--- src/rtl/multi_port_queue_pkg.sv ---
// multi_port_queue_pkg
//   Shared helpers for the multi-port in-order queue:
//     ptr_w / cnt_w  : pointer and occupancy widths derived from DEPTH
//     lane_cnt_t     : lane-count type wide enough for MAX_LANES lanes
//     popcount       : number of set bits in a lane mask
//   Optional statistics outputs on the queue are enabled by defining
//   MULTI_PORT_QUEUE_STATS_EN.
package multi_port_queue_pkg;

    localparam int unsigned MAX_LANES = 8;

    typedef logic [$clog2(MAX_LANES):0] lane_cnt_t;

    function automatic int unsigned ptr_w(input int unsigned depth);
        return $clog2(depth);
    endfunction

    // Occupancy needs one extra bit so that a full queue (count==DEPTH)
    // is distinguishable from an empty one.
    function automatic int unsigned cnt_w(input int unsigned depth);
        return $clog2(depth) + 1;
    endfunction

    function automatic lane_cnt_t popcount(input logic [MAX_LANES-1:0] v);
        lane_cnt_t c;
        c = '0;
        for (int i = 0; i < MAX_LANES; i++) begin
            c = c + lane_cnt_t'(v[i]);
        end
        return c;
    endfunction

endpackage

--- src/rtl/multi_port_queue_if.sv ---
// multi_port_queue_if
//   Handshake/status bundle of the multi-port queue.
//     enqueue_en/enqueue_data   : per-lane write request and data (producer)
//     enqueue_ready             : room for a full set of write lanes
//     dequeue_en                : per-lane pop request (consumer)
//     dequeue_valid/dequeue_data: oldest READ_PORTS entries
//     count/free_cnt/empty/full : occupancy status
//   master = producer/consumer side, slave = queue side.
interface multi_port_queue_if
    import multi_port_queue_pkg::*;
#(
    parameter int DATA_WIDTH  = 32,
    parameter int DEPTH       = 16,
    parameter int WRITE_PORTS = 2,
    parameter int READ_PORTS  = 2
);
    localparam int CNT_W = cnt_w(DEPTH);

    logic [WRITE_PORTS-1:0]                 enqueue_en;
    logic [WRITE_PORTS-1:0][DATA_WIDTH-1:0] enqueue_data;
    logic                                   enqueue_ready;
    logic [READ_PORTS-1:0]                  dequeue_en;
    logic [READ_PORTS-1:0]                  dequeue_valid;
    logic [READ_PORTS-1:0][DATA_WIDTH-1:0]  dequeue_data;
    logic [CNT_W-1:0]                       count;
    logic [CNT_W-1:0]                       free_cnt;
    logic                                   empty;
    logic                                   full;

    modport master (
        output enqueue_en, enqueue_data, dequeue_en,
        input  enqueue_ready, dequeue_valid, dequeue_data,
               count, free_cnt, empty, full
    );

    modport slave (
        input  enqueue_en, enqueue_data, dequeue_en,
        output enqueue_ready, dequeue_valid, dequeue_data,
               count, free_cnt, empty, full
    );

endinterface

--- src/rtl/multi_port_queue_lane_compact.sv ---
// lane_compact
//   Purely combinational write-lane compaction.
//   Ports:
//     lane_mask   in  WRITE_PORTS          accepted write lanes
//     lane_offset out WRITE_PORTS x OFF_W  slot offset of each lane from tail
//                                          (number of set lanes below it)
//     lane_total  out TOT_W                number of set lanes
//   Offsets of unset lanes are don't-care to the caller.
module lane_compact
    import multi_port_queue_pkg::*;
#(
    parameter int WRITE_PORTS = 2,
    parameter int OFF_W       = 4,
    parameter int TOT_W       = 5
) (
    input  logic [WRITE_PORTS-1:0]            lane_mask,
    output logic [WRITE_PORTS-1:0][OFF_W-1:0] lane_offset,
    output logic [TOT_W-1:0]                  lane_total
);

    logic [OFF_W-1:0] acc;

    always_comb begin
        acc         = '0;
        lane_offset = '0;
        for (int i = 0; i < WRITE_PORTS; i++) begin
            lane_offset[i] = acc;
            acc            = acc + OFF_W'(lane_mask[i]);
        end
        lane_total = TOT_W'(popcount(MAX_LANES'(lane_mask)));
    end

endmodule

--- src/rtl/multi_port_queue.sv ---
// multi_port_queue
//   N-write / M-read in-order circular queue. Sparse write lanes are
//   compacted in ascending lane order; the oldest READ_PORTS entries are
//   presented with per-lane valid.
//   Ports:
//     clk, rst_n (async active-low), flush (sync clear)
//     q_if  : multi_port_queue_if.slave (enqueue/dequeue handshake, status)
//   Optional (MULTI_PORT_QUEUE_STATS_EN defined):
//     overflow_err  sticky: write attempted while not ready
//     underflow_err sticky: pop requested on an invalid lane
//     max_count     high-water mark of count
//   Statistics are cleared only by rst_n.
module multi_port_queue
    import multi_port_queue_pkg::*;
#(
    parameter int DATA_WIDTH  = 32,
    parameter int DEPTH       = 16,
    parameter int WRITE_PORTS = 2,
    parameter int READ_PORTS  = 2
) (
    input  logic                      clk,
    input  logic                      rst_n,
    input  logic                      flush,
    multi_port_queue_if.slave         q_if
`ifdef MULTI_PORT_QUEUE_STATS_EN
    ,
    output logic                      overflow_err,
    output logic                      underflow_err,
    output logic [cnt_w(DEPTH)-1:0]   max_count
`endif
);

    localparam int PTR_W = ptr_w(DEPTH);
    localparam int CNT_W = cnt_w(DEPTH);

    logic [PTR_W-1:0] head_q, head_d;
    logic [PTR_W-1:0] tail_q, tail_d;
    logic [CNT_W-1:0] count_q, count_d;

    // Distributed storage; contents are meaningless outside [head, head+count).
    logic [DATA_WIDTH-1:0] mem_q [DEPTH];

    logic [CNT_W-1:0]                   free_cnt;
    logic                               enq_ready;
    logic [WRITE_PORTS-1:0]             enq_mask;
    logic [WRITE_PORTS-1:0][PTR_W-1:0]  lane_offset;
    logic [CNT_W-1:0]                   n_enq;
    logic [READ_PORTS-1:0]              deq_valid;
    logic [CNT_W-1:0]                   n_deq;
    logic                               deq_run;

    lane_compact #(
        .WRITE_PORTS (WRITE_PORTS),
        .OFF_W       (PTR_W),
        .TOT_W       (CNT_W)
    ) u_lane_compact (
        .lane_mask   (enq_mask),
        .lane_offset (lane_offset),
        .lane_total  (n_enq)
    );

    // Status and read view, all from registered state.
    always_comb begin
        free_cnt  = CNT_W'(DEPTH) - count_q;
        // Ready is judged on the pre-dequeue count, so a full queue cannot
        // be refilled in the same cycle it is drained.
        enq_ready = (free_cnt >= CNT_W'(WRITE_PORTS));
        // Gate the whole mask: a write while not ready is dropped atomically.
        enq_mask  = q_if.enqueue_en & {WRITE_PORTS{enq_ready}};

        q_if.dequeue_data = '0;
        for (int i = 0; i < READ_PORTS; i++) begin
            deq_valid[i] = (CNT_W'(i) < count_q);
            if (deq_valid[i]) begin
                q_if.dequeue_data[i] = mem_q[head_q + PTR_W'(i)];
            end
        end

        // Only the leading run of accepted lanes from lane 0 pops; anything
        // after the first gap is ignored to keep retirement in order.
        deq_run = 1'b1;
        n_deq   = '0;
        for (int i = 0; i < READ_PORTS; i++) begin
            deq_run = deq_run & q_if.dequeue_en[i] & deq_valid[i];
            n_deq   = n_deq + CNT_W'(deq_run);
        end

        q_if.dequeue_valid = deq_valid;
        q_if.enqueue_ready = enq_ready;
        q_if.count         = count_q;
        q_if.free_cnt      = free_cnt;
        q_if.empty         = (count_q == '0);
        q_if.full          = (count_q == CNT_W'(DEPTH));
    end

    // Next-state pointers; flush wins over any same-cycle traffic.
    always_comb begin
        if (flush) begin
            head_d  = '0;
            tail_d  = '0;
            count_d = '0;
        end else begin
            head_d  = head_q + n_deq[PTR_W-1:0];
            tail_d  = tail_q + n_enq[PTR_W-1:0];
            count_d = count_q + n_enq - n_deq;
        end
    end

    always_ff @(posedge clk or negedge rst_n) begin
        if (!rst_n) begin
            head_q  <= '0;
            tail_q  <= '0;
            count_q <= '0;
        end else begin
            head_q  <= head_d;
            tail_q  <= tail_d;
            count_q <= count_d;
        end
    end

    // Storage writes: lane i lands at tail + (set lanes below i).
    always_ff @(posedge clk) begin
        if (!flush) begin
            for (int i = 0; i < WRITE_PORTS; i++) begin
                if (enq_mask[i]) begin
                    mem_q[tail_q + lane_offset[i]] <= q_if.enqueue_data[i];
                end
            end
        end
    end

`ifdef MULTI_PORT_QUEUE_STATS_EN
    logic             overflow_err_q, overflow_err_d;
    logic             underflow_err_q, underflow_err_d;
    logic [CNT_W-1:0] max_count_q, max_count_d;

    always_comb begin
        overflow_err_d  = overflow_err_q | ((|q_if.enqueue_en) & ~enq_ready);
        underflow_err_d = underflow_err_q | (|(q_if.dequeue_en & ~deq_valid));
        // Track the next count so the mark moves in step with count itself.
        max_count_d     = (count_d > max_count_q) ? count_d : max_count_q;
    end

    always_ff @(posedge clk or negedge rst_n) begin
        if (!rst_n) begin
            overflow_err_q  <= 1'b0;
            underflow_err_q <= 1'b0;
            max_count_q     <= '0;
        end else begin
            overflow_err_q  <= overflow_err_d;
            underflow_err_q <= underflow_err_d;
            max_count_q     <= max_count_d;
        end
    end

    assign overflow_err  = overflow_err_q;
    assign underflow_err = underflow_err_q;
    assign max_count     = max_count_q;
`endif

endmodule
--- src/flat_wrapper.sv ---
// flat-port wrapper written by rule: the top's interface ports become plain ports
module multi_port_queue_flat import multi_port_queue_pkg::*;
#(
    parameter int DATA_WIDTH  = 32,
    parameter int DEPTH       = 16,
    parameter int WRITE_PORTS = 2,
    parameter int READ_PORTS  = 2
)
  (clk, rst_n, flush, q_if_enqueue_en, q_if_enqueue_data, q_if_dequeue_en, q_if_enqueue_ready, q_if_dequeue_valid, q_if_dequeue_data, q_if_count, q_if_free_cnt, q_if_empty, q_if_full);
  multi_port_queue_if #(.DATA_WIDTH(DATA_WIDTH), .DEPTH(DEPTH), .WRITE_PORTS(WRITE_PORTS), .READ_PORTS(READ_PORTS)) q_if_i ();
  input  logic clk;
  input  logic rst_n;
  input  logic flush;
  input wire logic [$bits(q_if_i.enqueue_en)-1:0] q_if_enqueue_en;
  input wire logic [$bits(q_if_i.enqueue_data)-1:0] q_if_enqueue_data;
  input wire logic [$bits(q_if_i.dequeue_en)-1:0] q_if_dequeue_en;
  output wire logic [$bits(q_if_i.enqueue_ready)-1:0] q_if_enqueue_ready;
  output wire logic [$bits(q_if_i.dequeue_valid)-1:0] q_if_dequeue_valid;
  output wire logic [$bits(q_if_i.dequeue_data)-1:0] q_if_dequeue_data;
  output wire logic [$bits(q_if_i.count)-1:0] q_if_count;
  output wire logic [$bits(q_if_i.free_cnt)-1:0] q_if_free_cnt;
  output wire logic [$bits(q_if_i.empty)-1:0] q_if_empty;
  output wire logic [$bits(q_if_i.full)-1:0] q_if_full;
  assign q_if_i.enqueue_en = q_if_enqueue_en;
  assign q_if_i.enqueue_data = q_if_enqueue_data;
  assign q_if_i.dequeue_en = q_if_dequeue_en;
  assign q_if_enqueue_ready = q_if_i.enqueue_ready;
  assign q_if_dequeue_valid = q_if_i.dequeue_valid;
  assign q_if_dequeue_data = q_if_i.dequeue_data;
  assign q_if_count = q_if_i.count;
  assign q_if_free_cnt = q_if_i.free_cnt;
  assign q_if_empty = q_if_i.empty;
  assign q_if_full = q_if_i.full;
  multi_port_queue #(.DATA_WIDTH(DATA_WIDTH), .DEPTH(DEPTH), .WRITE_PORTS(WRITE_PORTS), .READ_PORTS(READ_PORTS)) u_core (.clk(clk), .rst_n(rst_n), .flush(flush), .q_if(q_if_i));
endmodule
--- config.mk ---
export PLATFORM = sky130hd
export DESIGN_NAME = multi_port_queue_flat
export DESIGN_NICKNAME = d
export VERILOG_FILES = /design/src/rtl/multi_port_queue_pkg.sv /design/src/rtl/multi_port_queue_if.sv /design/src/rtl/multi_port_queue_lane_compact.sv /design/src/rtl/multi_port_queue.sv /design/src/flat_wrapper.sv
export SDC_FILE = /design/constraint.sdc
export NUM_CORES = 1
export LEC_CHECK = 0
export CAP_MARGIN = 20
export CORE_UTILIZATION = 30
export DETAILED_ROUTE_END_ITERATION = 7
export SLEW_MARGIN = 10
export SYNTH_ARGS = -nofsm -noshare
export SYNTH_HDL_FRONTEND = slang
export SYNTH_HIERARCHICAL = 1
export SYNTH_SLANG_ARGS = --single-unit
export TNS_END_PERCENT = 5
--- constraint.sdc ---
create_clock -name clk -period 7.02 [get_ports clk]
set_clock_uncertainty 0.05 [all_clocks]
set_input_delay 1.053 -clock clk [delete_from_list [all_inputs] [get_ports clk]]
set_output_delay 1.053 -clock clk [all_outputs]
set_load 0.005 [all_outputs]
==> metrics.md, run 1 <==
| Metric | Value |
|---|---|
| Outcome | finished clean |
| Nets | slightly above 2000 |
| Worst-path fanout max | 19 |
| Number of synthesized flops with an enable pin | 512 |
| Clk pwr share | 0.208 |
| Layout cells sized above 1 | 0.435 |
| Startpoint types | flip-flop |
| CP peak stage delay | about 0.99 ns |
| Slew @ Worst Pin | approximately 1.4 ns |
| DR iter-0 viols | between 1500 and 2000 |
| Seq cells post-synth | roughly 530 |
| Setup ws final | between 1.5 and 2 ns |
| Clk buf depth | 3 |
| Post_cts resized | 0 |
| Area leader, netlist | edfxtp_1 |
| Fin. Hold Viols | 0 |
| RSZ-0062 raised after global routing | false |
| Clk slew on worst S/H paths | around 0.060 ns |
| Hpwl dp | 58.5 mm |
| Port buffer count | between 100 and 150 |
| Synth area leaders | edfxtp_1 49%, mux4_2 18%, mux2_2 15%, mux2i_1 4.1%, mux2_1 3.1% |
| Synth async-reset ratio | 0.0248 |
| Switch Pwr | 0.00514 W |
| Placed inst area | about 34000 µm² |
| GR Overflow Total | 0 |
| Die height | about 330 µm |
| Syn. warnings | 6 |
| Post-CTS Setup Repair Bufs | 0 |
| FP Rows | roughly 120 |
| Antenna violations before repair | 3 |
| Crit path kind | flip-flop to flip-flop |
| H-tree levels | 2 |
| CP bufs+invs | 2 |
| Pwr/cell area | just under 400 nW/µm² |
| Vias | 18819 |
| Total CTS buffers | 60 |
| Die width | 326 µm |
| Cell internal pwr | ~0.0088 W |
| Switch share | 0.368 |
| Syn-to-layout area delta | 14.4% |
| Register area share after synthesis | 0.497 |
| Largest net degree at the start of global routing | ~150 |
| CTS root buf | clkbuf_16 |
| Worst VDD drop | ~0.32 mV |
| CTS Sinks | roughly 530 |
| Yosys top cell area share | 0.487 |
| IO Pins | 150 |
| Setup violations, final | 0 |
| Worst setup EP type | flip-flop |
| Routed Antenna Nets | 0 |
| Drt total wl | 98.7 mm |
| Post-Syn Area per Cell | between 15 and 20 µm² |
| Via-to-Cell Ratio | 5.60 |
| Yosys cell types | 47 |
| Post-Synthesis Cells | approximately 1900 |
| Setup TNS | 0 ns |
| CTS Hold Bufs | 0 |
| Clk_lat worst skew | 0.64 ns |
| Slew margin rel. | 0.0793 |
| Die ar. | about 110000 µm² |
| First-pass iteration count of the detailed router | 5 |
| Max Clk Rate | 0.182 GHz |
| CP Data Required Time | 7.26 ns |
| First-pass GRT wire length | 143 mm |
| Most used DFF post-synth | edfxtp_1 |
| Crit-path cells | inv_1, ha_1, and3_1, ha_1, o2111ai_4, and2_1, ha_1, fa_1, xor2_1, nand2b_1, nor3_4, o21bai_4, buf_4 |
| Sequential group share of total power | 0.304 |
| Mapped Area | roughly 32000 µm² |
| Gp weighted congestion | about 0.78 |
| Final Slew Violations | 0 |
| Leak Pwr | about 11 nW |
| Most used cell, CP | ha_1 |
| Total Power | between 0.01 and 0.015 W |
| DRC Markers | 0 |
| Combinational fraction of design power | 0.488 |
| Core outline area | 104000 µm² |
| TritonCTS clock tree | built |
| Post-layout instance area | roughly 36000 µm² |
| Maxcap violations | 0 |
| Total GRT Usage | 0.183 |
| CP arrival | approximately 5.7 ns |
| Initial Util | 0.304 |
| Pre-CTS WS | about 1.6 ns |
| ANT cells | 0 |
| Crit path max-delay family | simple AND/OR/NAND/NOR gates |
| WL/cell | roughly 29 µm |
| Tcrit/Tclk final | 0.784 |
| Number of global-route vias before repair | 19784 |
| Hold Crit Class | flip-flop to flip-flop |
| Post-route minimum period | 5.50 ns |
| Hold_ws | 0.642 ns |
| CP max-delay cell | nor3_4 |
[cell type report]
class	count	area (µm²)
multi-input combinational	1122	14900
tap	1380	1730
clock buffer	75	1560
timing repair buffer	200	1900
inverter	24	90.1
clock inverter	33	210
sequential	525	15700
fill	9835	67800
[cell usage after synthesis, types with 2 or more instances]
cell type / count
ha_1: 27
a21oi_1: 5
and3_1: 2
edfxtp_1: 512
nand3_1: 4
xor2_1: 11
nor2b_1: 6
nor2_1: 14
nand2b_1: 3
mux2_2: 426
clkbuf_1: 114
xnor2_1: 9
buf_4: 43
o22ai_1: 64
mux2_1: 86
nand3b_1: 2
o21bai_1: 16
dfrtp_1: 13
inv_1: 24
buf_6: 18
and2_1: 2
buf_1: 28
mux2i_1: 128
nand2_1: 8
buf_2: 10
fa_1: 4
a21o_1: 6
nor3_4: 16
mux4_2: 256
[cell families after synthesis]
kind of cell,share of synthesized area
DFF,0.497
adders and majority gates,0.0132
muxes,0.406
and+or+nand+nor,0.0167
other,0.000119
xor gates and xnor gates,0.00781
buffers and inverters,0.0380
AOI/OAI and AO/OA,0.0210
[power by group through the flow]
stage	Sequential, W	Clock [W]	Combinational (W)
after floorplan	0.00416	0	0.00435
after global placement	0.00428	0	0.00680
after detailed placement	0.00431	0	0.00685
after CTS	0.00424	0.00296	0.00688
after global routing	0.00429	0.00307	0.00720
final	0.00424	0.00290	0.00680
[metrics by stage]
stage | utilization | instances
after detailed placement | 0.330 | 3251
after floorplan | - | 1884
after CTS | 0.348 | 3359
final | 0.348 | 3359
after global placement | 0.330 | 3251
after global routing | 0.348 | 3359
[worst register-to-register path: stages, from the launching register on]
cell and delay (ns):
dfrtp_1 0.48, inv_1 0.11, ha_1 0.24, and3_1 0.20, ha_1 0.34, o2111ai_4 0.21, and2_1 0.25, ha_1 0.21
fa_1 0.39, xor2_1 0.21, nand2b_1 0.52, nor3_4 0.99, o21bai_4 0.46, buf_4 0.47
[state kept, by name, indices dropped and copies added, names as in the netlist]
name and flops:
u_core/mem_q 512, u_core/q_if.count 5, u_core/head_q 4, u_core/tail_q 4
[per-layer routing]
metal,global-route usage,part of all wire
met3,0.0317,0.067
met2,0.310,0.50
met4,0.0590,0.029
met1,0.238,0.41
met5,0,0.00016
[placed cells by master (no fill, tap or decap), types with 24 or more instances in the layout]
cell type,Yosys,final
mux2_2,426,426
inv_1,24,24
clkdlybuf4s50_1,0,149
buf_4,43,49
mux2i_1,128,128
ha_1,27,26
clkbuf_16,0,60
edfxtp_1,512,512
o22ai_1,64,64
mux4_2,256,256
mux2_1,86,86
[path summary, 6_finish.rpt]
check	start	slack (ns)	cells after the start	to
setup / recovery	u_core/q_if.count[0]	1.52	13	u_core/mem_q[11][17]
hold / removal	u_core/tail_q[0]	0.64	2	u_core/tail_q[0]
setup reg to reg	u_core/q_if.count[0]	1.52	13	u_core/mem_q[11][17]
hold reg to reg	u_core/tail_q[0]	0.64	2	u_core/tail_q[0]
max in group asynchronous	rst_n	5.68	1	u_core/head_q[1]
min in group asynchronous	rst_n	0.76	1	u_core/tail_q[0]
Note: power is estimated with default switching activity, not from simulation.
==> run 2, diff against run 1 <==
- clock period: 7.02 -> 5.2 ns (I/O delays scaled with it)
==> run 2 against run 1 <==
Compared with the run above:
- routed wire length is 1.6% lower
- total power rose by 37%
- core utilization up 0.53 points
- critical path type unchanged
- critical endpoint is now u_core/mem_q[2][20]
- highest routed layer unchanged
==> metrics.md, run 2 (same netlist as run 1, synthesis figures left out) <==
| Metric | Value |
|---|---|
| Outcome | finished clean |
| FP Rows | 118 (unchanged) |
| Layout cells sized above 1 | 0.443 (+0.00821) |
| Fin. Hold Viols | 0 (unchanged) |
| Finished Core Util | 0.353 (+0.00531) |
| Fillers | 9825 (-0.10%) |
| Vias | 18748 (-0.38%) |
| Slew @ Worst Pin | 1.10 ns (-0.278 ns) |
| WL/cell | 28.7 µm (-2.3%) |
| Hold Crit Class | input port to async pin |
| First-pass iteration count of the detailed router | 4 (-1) |
| Die height | 326 µm (unchanged) |
| DR iter-0 viols | 1359 (-18%) |
| Final Slew Violations | 0 (unchanged) |
| H-tree levels | 2 (unchanged) |
| Nets | 2052 (+0.84%) |
| Syn-to-layout area delta | 16.2% |
| CTS Hold Bufs | 0 (unchanged) |
| CP arrival | 5.24 ns (-0.50 ns) |
| Post_cts resized | 0 (unchanged) |
| DRC Markers | 0 (unchanged) |
| Worst setup EP type | flip-flop |
| CP bufs+invs | 2 (unchanged) |
| Tcrit/Tclk final | 0.947 (+0.163) |
| Pwr/cell area | 522 nW/µm² (+35%) |
| GR Overflow Total | 0 (unchanged) |
| Routed Antenna Nets | 0 (unchanged) |
| Multi-input logic area | 14900 µm² (unchanged) |
| Most used cell, CP | ha_1 |
| Clk buf depth | 3 (unchanged) |
| CP Data Required Time | 5.52 ns (-1.74 ns) |
| Via-to-Cell Ratio | 5.54 (-1.1%) |
| IO Pins | 150 (unchanged) |
| R2R cell count | 13 (unchanged) |
| Worst setup startpoint | u_core/q_if.count[1] |
| Max Clk Rate | 0.203 GHz (+12%) |
| Die ar. | 107000 µm² (unchanged) |
| First-pass GRT wire length | 140 mm (-2.1%) |
| Initial Util | 0.304 (unchanged) |
| CP max-delay cell | buf_4 |
| Slew margin rel. | 0.263 (+0.184) |
| Total GRT Usage | 0.180 (-0.00342) |
| Worst R2R Setup Slack | 0.27 ns (-1.24 ns) |
| Worst VDD drop | 0.378 mV (+19%) |
| TritonCTS clock tree | built |
| Total CTS buffers | 59 (-1.7%) |
| Antenna violations before repair | 10 (+7) |
| Worst-path fanout max | 32 (+13) |
| Maxcap violations | 0 (unchanged) |
| CP peak stage delay | 0.60 ns (-0.39 ns) |
| RR Endpoint | u_core/mem_q[2][20] |
| Setup violations, final | 0 (unchanged) |
| Crit path kind | flip-flop to flip-flop |
| R2R Path Start | u_core/q_if.count[1] |
| Largest net degree at the start of global routing | 114 (-23%) |
| Inst Count DP | 3269 (+0.55%) |
| Setup TNS | 0 ns (unchanged) |
| Most frequent cells in the layout | 512 x edfxtp_1, 426 x mux2_2, 256 x mux4_2, 149 x clkdlybuf4s50_1, 128 x mux2i_1 |
| Clk slew on worst S/H paths | 0.06 ns (about the same) |
| Startpoint types | flip-flop |
| Port buffer count | 149 (unchanged) |
| Post-route minimum period | 4.93 ns (-0.577 ns) |
| Gp weighted congestion | 0.803 (+3.0%) |
| Crit-path cells | inv_1, ha_1, and3_1, ha_1, o2111ai_4, and2_1, ha_1, fa_1, xor2_1, nand2b_1, nor3_4, buf_4, mux2_2 |
| Crit path max-delay family | simple AND/OR/NAND/NOR gates |
| Number of global-route vias before repair | 19810 (+0.13%) |
| Commonest non-fill, non-tap cell in the layout | edfxtp_1 |
| Drt total wl | 97.1 mm (-1.6%) |
| CTS Sinks | 525 (unchanged) |
| Register Area | 15700 µm² (unchanged) |
| RSZ-0062 raised after global routing | false |
| Layout Cells excl Fill | 3382 (+0.68%) |
| Hpwl dp | 58.8 mm (+0.39%) |
| Max reg flops | 512 (unchanged) |
| Core outline area | 104000 µm² (unchanged) |
| CTS root buf | clkbuf_16 |
| Clk_lat worst skew | 0.64 ns (about the same) |
| Die width | 326 µm (unchanged) |
| Post-CTS Setup Repair Bufs | 0 (unchanged) |
| Leak Pwr | 11.1 nW (+2.1%) |
-- run 2: changes by cell type in the layout (fill, tap and decap cells not counted), moves of 2 or more --
cell / before / now
bufinv_16: 1 / 5
clkbuf_1: 15 / 12
buf_4: 49 / 46
buf_12: 2 / 22
clkinv_4: 0 / 2
-- run 2: metal layers --
layer	track usage	wire, µm	up-vias
li1	-	-	7847
met1	0.226	38500	9985
met2	0.304	48000	711
met3	0.0401	7030	193
met4	0.0631	3480	12
met5	0	56	-
-- run 2: stage by stage --
step           total power [W]  setup WS [ns]  area, µm²  hold WS (ns)
3_5_place_dp            0.0151          0.358      34800         0.649
6_report                0.0191          0.273      36700         0.484
5_1_grt                 0.0200          0.109      36700         0.523
4_1_cts                 0.0193          0.333      36700         0.467
3_3_place_gp            0.0150          0.541      34700         0.604
2_1_floorplan           0.0115          0.341      31600         0.434
-- run 2: where the power goes --
part           internal [W]  switching [W]
combinational       0.00447        0.00482
sequential          0.00535       0.000325
clock               0.00239        0.00177
-- run 2: worst max-delay path by stage --
stage,depth (start not counted),slack [ns],endpoint
4_1_cts,13,0.33,u_core/mem_q[2][18]
5_1_grt,13,0.11,u_core/mem_q[2][18]
2_1_floorplan,14,0.34,u_core/mem_q[8][0]
3_3_place_gp,13,0.54,u_core/mem_q[1][9]
3_5_place_dp,13,0.36,u_core/mem_q[2][9]
6_report,13,0.27,u_core/mem_q[2][20]
-- run 2: cell type report --
| cell class | instances | share of cell area |
|---|---|---|
| Timing Repair Buffer | 218 | 0.0628 |
| Clock inverter | 39 | 0.00928 |
| Clock buffer | 73 | 0.0429 |
| Antenna cell | 1 | 0.0000682 |
| Multi-Input combinational cell | 1122 | 0.407 |
| Sequential cell | 525 | 0.428 |
| Inverter | 24 | 0.00246 |
| Tap cell | 1380 | 0.0471 |
